File: src/rtl/h_gate_scheduler.sv
// Hadamard pair scheduler: issues amplitude-pair reads for one target qubit and
// tracks each pair through the fixed-latency H datapath. Optional macro: H_SCHED_PERF_EN.
module h_gate_scheduler #(
  parameter int unsigned NUM_QUBITS = 3,
  parameter int unsigned TGT_W      = 2,
  parameter int unsigned RD_LAT     = 1,
  parameter int unsigned PIPE_LAT   = 10
) (
  input  logic                  clk,
  input  logic                  rst_s_n,
  input  logic                  start,
  input  logic [TGT_W-1:0]      target,
  input  logic                  hold,
  output logic                  busy,
  output logic                  done,
  output logic                  err,
  output logic                  rd_en,
  output logic [NUM_QUBITS-1:0] rd_addr_a,
  output logic [NUM_QUBITS-1:0] rd_addr_b,
  output logic                  wr_en,
  output logic [NUM_QUBITS-1:0] wr_addr_a,
  output logic [NUM_QUBITS-1:0] wr_addr_b
`ifdef H_SCHED_PERF_EN
  ,
  output logic [15:0]           cycle_cnt
`endif
);

  localparam int unsigned Depth    = RD_LAT + PIPE_LAT;
  localparam int unsigned KW       = (NUM_QUBITS > 1) ? NUM_QUBITS - 1 : 1;
  localparam int unsigned NumPairs = 1 << (NUM_QUBITS - 1);
  localparam logic [KW-1:0] LastK  = KW'(NumPairs - 1);

  typedef enum logic [1:0] {StIdle, StIssue, StDrain, StDone} state_e;

  state_e                state_q, state_d;
  logic [KW-1:0]         k_q;
  logic [TGT_W-1:0]      tgt_q;
  logic                  err_q;
  logic [Depth-1:0]      vld_q;
  logic [NUM_QUBITS-1:0] ta_q [Depth];
  logic [NUM_QUBITS-1:0] tb_q [Depth];

  logic                  target_ok, accept, reject, issue, pending;
  logic [NUM_QUBITS-1:0] k_ext, tgt_bit, low_mask, pair_a, pair_b;

  assign target_ok = ({1'b0, target} < (TGT_W + 1)'(NUM_QUBITS));
  assign accept    = (state_q == StIdle) && start && target_ok;
  assign reject    = (state_q == StIdle) && start && !target_ok;
  assign issue     = (state_q == StIssue) && !hold;

  // Pair base address: k with a zero spliced in at the target bit position.
  always_comb begin
    k_ext    = NUM_QUBITS'(k_q);
    tgt_bit  = NUM_QUBITS'(1) << tgt_q;
    low_mask = tgt_bit - NUM_QUBITS'(1);
    pair_a   = ((k_ext & ~low_mask) << 1) | (k_ext & low_mask);
    pair_b   = pair_a | tgt_bit;
  end

  // Stage Depth-1 is this cycle's write, so only earlier stages count as pending.
  always_comb begin
    pending = 1'b0;
    for (int i = 0; i < int'(Depth) - 1; i++) begin
      pending = pending | vld_q[i];
    end
  end

  always_ff @(posedge clk) begin
    if (!rst_s_n) begin
      state_q <= StIdle;
    end else begin
      state_q <= state_d;
    end
  end

  always_comb begin
    state_d = state_q;
    unique case (state_q)
      StIdle:  if (accept) state_d = StIssue;
      StIssue: if (issue && (k_q == LastK)) state_d = StDrain;
      StDrain: if (!pending) state_d = StDone;
      StDone:  state_d = StIdle;
      default: state_d = StIdle;
    endcase
  end

  always_comb begin
    busy      = (state_q == StIssue) || (state_q == StDrain);
    done      = (state_q == StDone);
    err       = err_q;
    rd_en     = issue;
    rd_addr_a = (state_q == StIssue) ? pair_a : '0;
    rd_addr_b = (state_q == StIssue) ? pair_b : '0;
    wr_en     = vld_q[Depth-1];
    wr_addr_a = ta_q[Depth-1];
    wr_addr_b = tb_q[Depth-1];
  end

  always_ff @(posedge clk) begin
    if (!rst_s_n) begin
      k_q   <= '0;
      tgt_q <= '0;
      err_q <= 1'b0;
    end else begin
      err_q <= reject;
      if (accept) begin
        k_q   <= '0;
        tgt_q <= target;
      end else if (issue) begin
        k_q <= k_q + KW'(1);
      end
    end
  end

  // Bubbles carry zero addresses so idle write-back ports stay quiet.
  always_ff @(posedge clk) begin
    if (!rst_s_n) begin
      vld_q <= '0;
      for (int i = 0; i < int'(Depth); i++) begin
        ta_q[i] <= '0;
        tb_q[i] <= '0;
      end
    end else begin
      vld_q[0] <= issue;
      ta_q[0]  <= issue ? pair_a : '0;
      tb_q[0]  <= issue ? pair_b : '0;
      for (int i = 1; i < int'(Depth); i++) begin
        vld_q[i] <= vld_q[i-1];
        ta_q[i]  <= ta_q[i-1];
        tb_q[i]  <= tb_q[i-1];
      end
    end
  end

`ifdef H_SCHED_PERF_EN
  logic [15:0] cnt_q;

  always_ff @(posedge clk) begin
    if (!rst_s_n) begin
      cnt_q <= '0;
    end else if (accept) begin
      cnt_q <= '0;
    end else if (busy && (cnt_q != 16'hFFFF)) begin
      cnt_q <= cnt_q + 16'd1;
    end
  end

  assign cycle_cnt = cnt_q;
`endif

endmodule

File: config.mk
export PLATFORM = sky130hd
export DESIGN_NAME = h_gate_scheduler
export DESIGN_NICKNAME = d
export VERILOG_FILES = /design/src/rtl/h_gate_scheduler.sv
export SDC_FILE = /design/constraint.sdc
export NUM_CORES = 1
export LEC_CHECK = 0
export CAP_MARGIN = 15
export CORE_UTILIZATION = 25
export DETAILED_ROUTE_END_ITERATION = 8
export GPL_ROUTABILITY_DRIVEN = 0
export PLACE_DENSITY = 0.49
export SYNTH_ARGS = -nofsm -noshare
export SYNTH_HDL_FRONTEND = slang
export SYNTH_SLANG_ARGS = --single-unit
File: constraint.sdc
create_clock -name clk -period 2.1 [get_ports clk]
set_input_delay 0.42 -clock clk [delete_from_list [all_inputs] [get_ports clk]]
set_output_delay 0.42 -clock clk [all_outputs]
set_load 0.01 [all_outputs]
Word-level counts from Yosys, hierarchy flattened
Memories as Yosys holds them, arrays and structs flattened. Index checks and enable logic that the tools add are counted.

Register bits after elaboration: 18. Memory bits (writable): 66. Input bits: 6. Output and inout bits: 17. Word-level logic and storage cells: 98. Memories kept: 2.

Memory list: ta_q (depth 11, width 3, rd ports 11, clocked after memory_dff 0, wr ports 11, line 41) `logic [NUM_QUBITS-1:0] ta_q [Depth];`; tb_q (depth 11, width 3, rd ports 11, clocked after memory_dff 0, wr ports 11, line 42) `logic [NUM_QUBITS-1:0] tb_q [Depth];`.

$add $sub $neg: 2. Order comparisons: 1. Eq/ne operators: 7. Shift operators: 1. Muxes and demuxes: 32. Bitwise operators: 37. Reduce and logical (&&, ||, !) cells: 11.

Operators by type and width (count): 3-bit 2-to-1 mux (26); 1-bit bitwise OR (31); 2-bit one-hot mux with 4 select lines (1); 2-bit == test (second input constant) (3); 2-bit 2-to-1 mux (3); 2-bit inequality test (second input constant) (3); 3-bit bitwise OR (2); 1-bit logical AND (5); 2-bit by 3-bit AND with 3-bit output (1); 3-bit AND reduction (1); 1-bit by 2-bit left shift with 3-bit output (first input constant) (1); 3-bit by 1-bit subtractor with 3-bit output (second input constant) (1); 2-bit by 1-bit adder with 2-bit output (second input constant) (1); 2-bit AND (1); 2-bit by 1-bit == test with 1-bit output (second input constant) (1); 1-bit zero test (2); 2-bit zero test (1); 2-bit < comparator (second input constant) (1); 1-bit 2-to-1 mux (2); 2-bit NOT (1); 2-bit OR reduction (1); 1-bit logical OR (1); 1-bit NOT (1).

Logic depth before layout (Yosys ltp)
Gate-level depths: netlist of the first run.

Depth in word-level cells: 11. Gate-level depth with buffers: 5.

Worst setup path before layout of the first run
Ideal clock, no wire load.

Path kind: reg2out. Start: register tgt_q[1]. End: output rd_addr_a[1]. Data arrival time: 0.937 ns. Setup slack: 0.743 ns. Stages on the path, launching flop included: 5. Buffers on the path: 1. Cell sequence: dfxtp_1 -> clkbuf_1 -> nor2_1 -> a22oi_1 -> nor2b_1.

Word-level cells in the longest chain between the ends: 6. Elaborated cells on any way between the ends: 7.

Ends and longest elaborated chain: start: declaration (line 38) `logic [TGT_W-1:0] tgt_q;`; start signal: assignment (line 109) `tgt_q <= target;`; 1-bit by 2-bit left shift with 3-bit output (*) (line 55) `tgt_bit = NUM_QUBITS'(1) << tgt_q;`; 3-bit by 1-bit subtractor with 3-bit output (*) (line 56) `low_mask = tgt_bit - NUM_QUBITS'(1);`; 2-bit NOT (line 57) `pair_a = ((k_ext & ~low_mask) << 1) | (k_ext & low_mask);`; 2-bit AND (line 57); 3-bit bitwise OR (*) (line 57); 3-bit 2-to-1 mux (*) (line 93) `rd_addr_a = (state_q == StIssue) ? pair_a : '0;`; end: declaration (line 18) `output logic [NUM_QUBITS-1:0] rd_addr_a,`.

Mark *: on every way between the ends. The rest lies on a longest branch, timed or not.

Final worst setup path of the first run
Start: register state_q[1]. End: output rd_addr_a[2].

Word-level cells in the longest chain between the ends: 2.

Ends and longest elaborated chain: start: declaration (line 36) `state_e state_q, state_d;`; start signal: assignment (line 71) `state_q <= StIdle;`; start signal: assignment (line 73) `state_q <= state_d;`; 2-bit by 1-bit == test with 1-bit output (line 93); 3-bit 2-to-1 mux (line 93).

Every way passes these cells.

==> impl_metrics.py, run 1 <==
metrics = {
    "min_path": {
        "hold_class": "reg2reg",
    },
    "routing": {
        "ant_nets": 0,
        "viasPerCell": 3.69,
        "drtIter0Drc": 23,
        "drt_first_pass_iters": 3,
        "drc": 0,
        "avgRoutedWirePerCell_um": 8.37,
        "vias": 1420,
        "drt_wl_total_um": 3220,
    },
    "logic_synthesis": {
        "synthCells": 220,
        "synth_top_area_frac": 0.665,
        "ys_seq_area_frac": 0.665,
        "synth_cell_types": 25,
        "yosysTopAreaCell": "dfxtp_1",
        "synth_area_per_cell_um2": 11.5,
        "ys_ff_latch": 84,
        "synth.area.top_cells": "dfxtp_1 (67%), and2_1 (17%), ha_1 (2.5%), nor2_1 (2.1%), clkbuf_1 (1.2%)",
        "netlist_area_um2": 2530,
        "syn_nets": 231,
        "yosys_warnings": 0,
    },
    "sta": {
        "setup-tns-final_ns": 0,
        "finalMaxSlewViolations": 0,
        "max_freq_ghz": 0.541,
        "worstMarginPinSlew_ns": 0.346,
        "setup_viol": 0,
        "grt_setup_unrepaired": "no",
        "fin_crit_sh": 0.880,
        "max_slew_margin": 0.767,
        "period_minus_slack_ns": 1.85,
        "hold_violations": 0,
        "skew_ns": 0.00897,
    },
    "power_and_ir_drop": {
        "power_frac_seq": 0.489,
        "power.density_nw_per_um2": 1090,
        "power_switching_w": 0.000783,
        "max-vdd-ir-drop_uv": 499,
        "p_comb_frac": 0.124,
        "swShare": 0.227,
        "leakage_nw": 1.32,
        "p_int_w": 0.00267,
        "pwr-share-clk": 0.387,
    },
    "cts": {
        "clkLatencyLatePin_ns": 0.34,
        "clk_path_buf_depth": 2,
        "tritoncts": "yes",
        "cts_htree_levels": 3,
        "cts.sinks": 84,
        "clkTransAtPathRegs_ns": 0.08,
        "cts_buffers": 9,
        "post_cts_buffers": 0,
        "root_buffer": "clkbuf_8",
    },
    "global_route": {
        "grt_util_all_layers": 0.0735,
        "grt_antenna_before_repair": 0,
        "grt_pass1_wl_um": 5730,
        "gr-total-overflow": 0,
        "grt_max_degree": 24,
        "grt_pass1_vias": 1340,
    },
    "critical_path": {
        "cp.required_ns": 1.68,
        "critPathLaunchType": "flop",
        "arrival_ns": 1.43,
        "path_max_fanout": 8,
        "end_kind": "primary output",
        "worst-setup-path-type": "reg2out",
    },
    "placed_design": {
        "hpwlAfterDp_um": 2050,
        "io_buffer_count": 22,
        "dp_cells": 370,
    },
    "status": {
        "status": "finished clean",
    },
    "final_layout": {
        "fillers": 1035,
        "multiInputGateArea_um2": 812,
        "register_area_um2": 1690,
        "syn2layout_area_growth_pct": 24.9,
        "final_cells": 385,
        "n_antenna_cell": 0,
        "nets": 259,
        "layout-drive-gt1-share": 0.123,
    },
    "die": {
        "chipWidth_um": 103,
        "start_util": 0.259,
        "num_rows": 36,
        "io_pins": 23,
        "core_area_um2": 9770,
        "die_area_um2": 10500,
        "die_h_um": 103,
    },
    "flow_run": {
        "cap_violations": 0,
    },
}
[synth_stat cells (all sizes together)]
library cell	instances
and2	70
xnor2	1
o21a	1
and2b	1
nor2	14
a22oi	1
and3b	2
o31a	1
a221oi	1
nand2	8
nor2b	4
a21boi	1
mux2i	2
o21ai	1
ha	5
o221a	2
nand3	3
nor3b	2
nor4	2
buf	1
dfxtp	84
inv	4
a21oi	1
clkbuf	8
[worst max-delay path, cell delays in order, from the launching register on]
cell,delay (ns)
dfxtp_2,0.36
inv_1,0.08
ha_4,0.18
and3b_1,0.18
dlygate4sd2_1,0.28
[final timing paths]
kind | start | endpoint | slack (ns) | cells after the start
worst max-delay path | state_q[1]$_SDFFE_PN0P_ | rd_addr_a[2] | 0.25 | 4
worst min-delay path | tb_q[3][2]$_SDFF_PN0_ | tb_q[3][5]$_SDFF_PN0_ | 0.43 | 1
worst max register to register | state_q[1]$_SDFFE_PN0P_ | ta_q[0][2]$_SDFF_PN0_ | 0.72 | 6
worst min register to register | tb_q[3][2]$_SDFF_PN0_ | tb_q[3][5]$_SDFF_PN0_ | 0.43 | 1
[stage by stage]
step	util	setup slack [ns]	hold WS (ns)	instance area, um^2	power, W
after floorplan	-	0.743	0.412	2530	0.00199
after global placement	0.297	0.107	0.414	2910	0.00215
after detailed placement	0.297	0.0988	0.417	2910	0.00215
after CTS	0.323	0.00909	0.433	3160	0.00353
after global routing	0.323	0.166	0.435	3160	0.00363
final	0.323	0.253	0.428	3160	0.00345
[cell families (layout without fill, tap and decap cells)]
logic type / Yosys count / in the layout / synth area share
and+or+nand+nor: 106 / 106 / 0.248
muxes: 2 / 2 / 0.00792
DFF: 84 / 84 / 0.665
adders and majority gates: 5 / 5 / 0.0247
xor gates and xnor gates: 1 / 1 / 0.00346
buffers and inverters: 13 / 45 / 0.0198
AOI/OAI and AO/OA: 9 / 9 / 0.0312
[area by class of cell]
class | instances | area share
flip-flops and latches | 84 | 0.534
repair buffers | 26 | 0.0757
clock inverters | 4 | 0.0309
clock buffers | 11 | 0.0448
multi-input cells | 123 | 0.257
inverters | 4 | 0.00475
well taps | 133 | 0.0527
[per-layer routing]
metal	up-vias	wire length (um)	GRT usage
met5	-	0	0
met1	630	1570	0.0784
li1	747	-	-
met3	9	223	0.0400
met2	34	1360	0.114
met4	0	70	0.0451
[layout by cell type (no fill, tap or decap), drive strengths merged]
cell	count
dfxtp	84
and2	70
nor2	14
clkdlybuf4s50	13
clkbuf	11
nand2	8
dlygate4sd2	7
ha	5
buf	5
nor2b	4
inv	4
nand3	3
bufinv	3
and3b	2
nor3b	2
o221a	2
nor4	2
mux2i	2
and2b	1
a22oi	1
o21ai	1
a21oi	1
xnor2	1
a21boi	1
a221oi	1
o31a	1
o21a	1
clkinvlp	1
dlymetal6s2s	1
[state kept, by name, summed over array words and instances, names as in the netlist]
| register | count |
|---|---|
| ta_q | 33 |
| tb_q | 33 |
| vld_q | 11 |
| k_q | 2 |
| state_q | 2 |
| tgt_q | 2 |
| err | 1 |
[power by group through the flow]
stage / Combinational [W] / Sequential [W] / Clock, W
after global routing: 0.000484 / 0.00170 / 0.00145
after floorplan: 0.000293 / 0.00170 / 0
after global placement: 0.000438 / 0.00172 / 0
after detailed placement: 0.000436 / 0.00172 / 0
after CTS: 0.000442 / 0.00169 / 0.00140
final: 0.000429 / 0.00169 / 0.00134
[what timing repair did]
item	CTS	global route
hold buffers	0	0
setup endpoints to repair	8	1
gates resized for setup	14	1
cloned	0	0
Note: power is estimated with default switching activity, not from simulation.
==> inputs of run 2 (changes only) <==
--- a/config.mk
+++ b/config.mk
@@ -9,7 +9,8 @@
 export CORE_UTILIZATION = 25
 export DETAILED_ROUTE_END_ITERATION = 8
 export GPL_ROUTABILITY_DRIVEN = 0
-export PLACE_DENSITY = 0.49
+export GPL_TIMING_DRIVEN = 0
+export PLACE_DENSITY = 0.47
 export SYNTH_ARGS = -nofsm -noshare
 export SYNTH_HDL_FRONTEND = slang
 export SYNTH_SLANG_ARGS = --single-unit
==> run 2 against run 1 <==
Routed wire length grew 16%; register-to-register slack about the same; first-iteration DRC count down 8.7%; sequential share of layout area is 1.0 points higher; sequential power about the same; setup slack worse by 0.047 ns; core utilization decreased by 0.55 points; global-route usage increased by 0.92 points.
==> impl_metrics.py, run 2 (synthesis results as in run 1) <==
metrics = {
    "final_layout": {
        "fillers": 1026,
        "layout-drive-gt1-share": 0.117,
        "final_area_um2": 3100,
        "top_regs": "ta_q x33, tb_q x33, vld_q x11",
        "nets": 262,
        "final_cell_mix": "dfxtp_1 (79), and2_1 (69), nor2_1 (13), clkdlybuf4s50_1 (13), clkbuf_8 (9)",
        "final_common_cell": "dfxtp_1",
        "n_antenna_cell": 0,
        "syn2layout_area_growth_pct": 22.8,
    },
    "routing": {
        "vias": 1434,
        "avgRoutedWirePerCell_um": 9.59,
        "wl_met2_um": 1570,
        "top_layer": "met4",
        "ant_nets": 0,
        "met1_length_um": 1870,
        "drc": 0,
        "viasPerCell": 3.69,
        "route.met3.wl_um": 224,
        "drt_wl_total_um": 3730,
        "drtIter0Drc": 21,
        "drt_first_pass_iters": 4,
    },
    "cts": {
        "clkTransAtPathRegs_ns": 0.08,
        "cts_buffers": 9,
        "tritoncts": "yes",
        "post_cts_buffers": 0,
        "clkLatencyLatePin_ns": 0.34,
        "clk_path_buf_depth": 2,
        "cts.sinks": 84,
        "cts_htree_levels": 3,
        "cts_hold_buf": 0,
        "cts_resized": 12,
        "root_buffer": "clkbuf_8",
    },
    "placed_design": {
        "dpl_cell_area_um2": 2910,
        "hpwlAfterDp_um": 2440,
        "io_buffer_count": 21,
    },
    "power_and_ir_drop": {
        "leakage_nw": 1.33,
        "max-vdd-ir-drop_uv": 385,
        "power.density_nw_per_um2": 997,
    },
    "global_route": {
        "grt_antenna_before_repair": 0,
        "grt_util_all_layers": 0.0826,
        "gr-total-overflow": 0,
        "grt_pass1_vias": 1342,
        "grt_pass1_wl_um": 6310,
        "grt_max_degree": 15,
    },
    "die": {
        "core_area_um2": 9770,
        "die_h_um": 103,
        "num_rows": 36,
        "die_area_um2": 10500,
        "io_pins": 23,
        "start_util": 0.259,
        "chipWidth_um": 103,
    },
    "sta": {
        "fin_crit_sh": 0.902,
        "period_minus_slack_ns": 1.89,
        "hold_violations": 0,
        "max_freq_ghz": 0.528,
        "grt_setup_unrepaired": "no",
        "max_slew_margin": 0.732,
        "skew_ns": 0.00714,
        "hold_ws_ns": 0.427,
        "setup_viol": 0,
        "finalMaxSlewViolations": 0,
        "worstMarginPinSlew_ns": 0.402,
    },
    "flow_run": {
        "cap_violations": 0,
    },
    "critical_path": {
        "cp.required_ns": 1.68,
        "end_kind": "primary output",
        "worst-setup-path-type": "reg2out",
        "critPathLaunchType": "flop",
        "path_max_fanout": 8,
        "arrival_ns": 1.47,
    },
    "status": {
        "status": "finished clean",
    },
    "min_path": {
        "hold_class": "reg2reg",
    },
}
-- run 2: final timing paths --
check,start,endpoint,slack (ns),cells after the start
hold / removal,tb_q[2][5]$_SDFF_PN0_,tb_q[3][2]$_SDFF_PN0_,0.43,1
setup reg to reg,vld_q[4]$_SDFF_PN0_,state_q[1]$_SDFFE_PN0P_,0.72,4
setup / recovery,state_q[1]$_SDFFE_PN0P_,rd_en,0.21,4
hold reg to reg,tb_q[2][5]$_SDFF_PN0_,tb_q[3][2]$_SDFF_PN0_,0.43,1
-- run 2: layout make-up --
class | count | area (um^2) | share of cell area
Sequential cell | 84 | 1690 | 0.545
Multi-Input combinational cell | 123 | 813 | 0.262
Timing Repair Buffer | 21 | 219 | 0.0705
Tap cell | 133 | 166 | 0.0536
Clock buffer | 10 | 128 | 0.0411
Clock inverter | 6 | 41.3 | 0.0133
Buffer | 8 | 31.3 | 0.0101
Inverter | 4 | 15.0 | 0.00484
-- run 2: critical path, stage by stage (launching register included) --
cell	delay [ns]
dfxtp_2	0.36
inv_1	0.08
ha_4	0.18
and2b_2	0.22
dlygate4sd2_1	0.29
-- run 2: power by group --
group	internal, W	leakage, nW	switching (W)
clock	0.000427	0.0783	0.000548
combinational	0.000208	0.571	0.000217
sequential	0.00165	0.680	0.0000508
-- run 2: routing by layer --
metal	up-vias	track usage
met5	-	0
met4	0	0.0330
met3	7	0.0461
met2	28	0.121
met1	644	0.100
li1	755	-
-- run 2: through the flow --
step | TNS [ns] | total power, W | std cells | setup slack (ns) | utilization
global placement | -0.00410 | 0.00215 | 374 | -0.00410 | 0.297
detailed placement | 0 | 0.00215 | 374 | 0.00388 | 0.297
CTS | 0 | 0.00315 | 389 | 0.000547 | 0.316
finish | 0 | 0.00310 | 389 | 0.206 | 0.318
global route | 0 | 0.00327 | 389 | 0.126 | 0.318
floorplan | 0 | 0.00199 | 220 | 0.743 | -
==> inputs of run 3 (changes only) <==
--- a/config.mk
+++ b/config.mk
@@ -6,11 +6,13 @@
 export NUM_CORES = 1
 export LEC_CHECK = 0
 export CAP_MARGIN = 15
+export CORE_ASPECT_RATIO = 2
 export CORE_UTILIZATION = 25
 export DETAILED_ROUTE_END_ITERATION = 8
+export DONT_BUFFER_PORTS = 1
 export GPL_ROUTABILITY_DRIVEN = 0
 export GPL_TIMING_DRIVEN = 0
-export PLACE_DENSITY = 0.47
+export PLACE_DENSITY = 0.44
 export SYNTH_ARGS = -nofsm -noshare
 export SYNTH_HDL_FRONTEND = slang
 export SYNTH_SLANG_ARGS = --single-unit
==> run 3 against run 2 <==
Clock skew shrank 0.0037 ns; non-clock buffer count is 20 lower; routed wire length is 1.1% higher; clock-buffer cell count increased by 2; clock power up 66%; largest power group unchanged; setup slack gained 0.078 ns; sequential share of layout area grew 1.6 points; hold slack lost 0.18 ns; core utilization fell by 1.0 points; global-route usage up 0.48 points; critical path type unchanged.
==> impl_metrics.py, run 3 (synthesis results as in run 1) <==
metrics = {
    "status": {
        "status": "finished clean",
    },
    "sta": {
        "max_freq_ghz": 0.551,
        "setup-tns-final_ns": 0,
        "hold_ws_ns": 0.243,
        "fin_crit_sh": 0.865,
        "period_minus_slack_ns": 1.82,
        "skew_ns": 0.00342,
        "finalMaxSlewViolations": 0,
        "worstMarginPinSlew_ns": 0.492,
        "grt_setup_unrepaired": "no",
        "hold_violations": 0,
        "max_slew_margin": 0.672,
        "setup_viol": 0,
    },
    "routing": {
        "viasPerCell": 3.79,
        "drc": 0,
        "avgRoutedWirePerCell_um": 10.3,
        "ant_nets": 0,
        "drtIter0Drc": 45,
        "drt_wl_total_um": 3770,
        "vias": 1388,
        "drt_first_pass_iters": 3,
    },
    "final_layout": {
        "final_common_cell": "dfxtp_1",
        "top_regs": "ta_q x33, tb_q x33, vld_q x11",
        "syn2layout_area_growth_pct": 18.7,
        "final_cells": 366,
        "final_area_um2": 3000,
        "final_cell_mix": "dfxtp_1 (84), and2_1 (69), nor2_1 (14)",
        "layout-drive-gt1-share": 0.0812,
        "nets": 242,
        "fillers": 1030,
        "n_antenna_cell": 0,
        "fin_util": 0.307,
    },
    "power_and_ir_drop": {
        "leakage_nw": 1.22,
        "max-vdd-ir-drop_uv": 466,
        "power.density_nw_per_um2": 1220,
    },
    "cts": {
        "clk_path_buf_depth": 2,
        "cts_htree_levels": 3,
        "post_cts_buffers": 0,
        "clkLatencyLatePin_ns": 0.33,
        "tritoncts": "yes",
        "cts_buffers": 9,
        "cts_hold_buf": 0,
        "clkTransAtPathRegs_ns": 0.06,
        "cts.sinks": 84,
        "cts_resized": 0,
        "root_buffer": "clkbuf_16",
    },
    "critical_path": {
        "arrival_ns": 1.40,
        "cp.required_ns": 1.68,
        "worst-setup-path-type": "reg2out",
        "path_max_fanout": 9,
        "r2r_slack_ns": 0.50,
        "critPathLaunchType": "flop",
        "end_kind": "primary output",
    },
    "die": {
        "io_pins": 23,
        "die_area_um2": 10500,
        "num_rows": 51,
        "core_area_um2": 9760,
        "start_util": 0.259,
        "die_h_um": 144,
        "chipWidth_um": 73.1,
    },
    "global_route": {
        "grt_pass1_vias": 1349,
        "gr-total-overflow": 0,
        "grt_pass1_wl_um": 6490,
        "grt_max_degree": 13,
        "grt_util_all_layers": 0.0875,
        "grt_antenna_before_repair": 0,
    },
    "placed_design": {
        "hpwlAfterDp_um": 2520,
        "dpl_cell_area_um2": 2690,
        "dp_cells": 352,
        "io_buffer_count": 0,
    },
    "min_path": {
        "hold_class": "in2reg",
    },
    "flow_run": {
        "cap_violations": 0,
    },
}
-- run 3: where the power goes --
group	internal [W]	switching (W)	leakage (nW)
clock network	0.00106	0.000561	0.149
registers	0.00164	0.0000375	0.677
logic	0.000143	0.000210	0.397
total	0.00284	0.000808	1.22
-- run 3: per-stage QoR --
step / power (W) / setup WS [ns]
after floorplan: 0.00199 / 0.743
after global placement: 0.00207 / 0.435
after CTS: 0.00372 / 0.258
after detailed placement: 0.00207 / 0.428
after global routing: 0.00384 / 0.111
final: 0.00365 / 0.284
-- run 3: cell type report --
cell class / instances / area (um^2) / area share
sequential: 84 / 1680 / 0.560
multi-input combinational: 123 / 797 / 0.266
clock buffer: 12 / 246 / 0.0822
tap: 132 / 165 / 0.0550
clock inverter: 2 / 60.1 / 0.0200
buffer: 9 / 35.0 / 0.0117
inverter: 4 / 15.0 / 0.00500
-- run 3: worst paths after layout --
path / start / end / cells after the start
max: tgt_q[1]$_SDFFE_PN0P_ / rd_addr_a[1] / 4
min: start / err$_SDFF_PN0_ / 2
max reg2reg: state_q[1]$_SDFFE_PN0P_ / ta_q[0][2]$_SDFF_PN0_ / 5
min reg2reg: tb_q[3][3]$_SDFF_PN0_ / tb_q[4][0]$_SDFF_PN0_ / 1
-- run 3: layer usage --
layer / vias up / GRT usage / wire length, um
li1: 713 / - / -
met1: 639 / 0.0889 / 1560
met2: 24 / 0.137 / 1870
met3: 12 / 0.0432 / 209
met4: 0 / 0.0619 / 129
met5: - / 0 / 0
-- run 3: worst max-delay path, cell delays in order, from the launching register on --
cell	delay (ns)
dfxtp_1	0.30
clkbuf_1	0.18
nor2_1	0.24
a22oi_1	0.12
nor2b_1	0.23
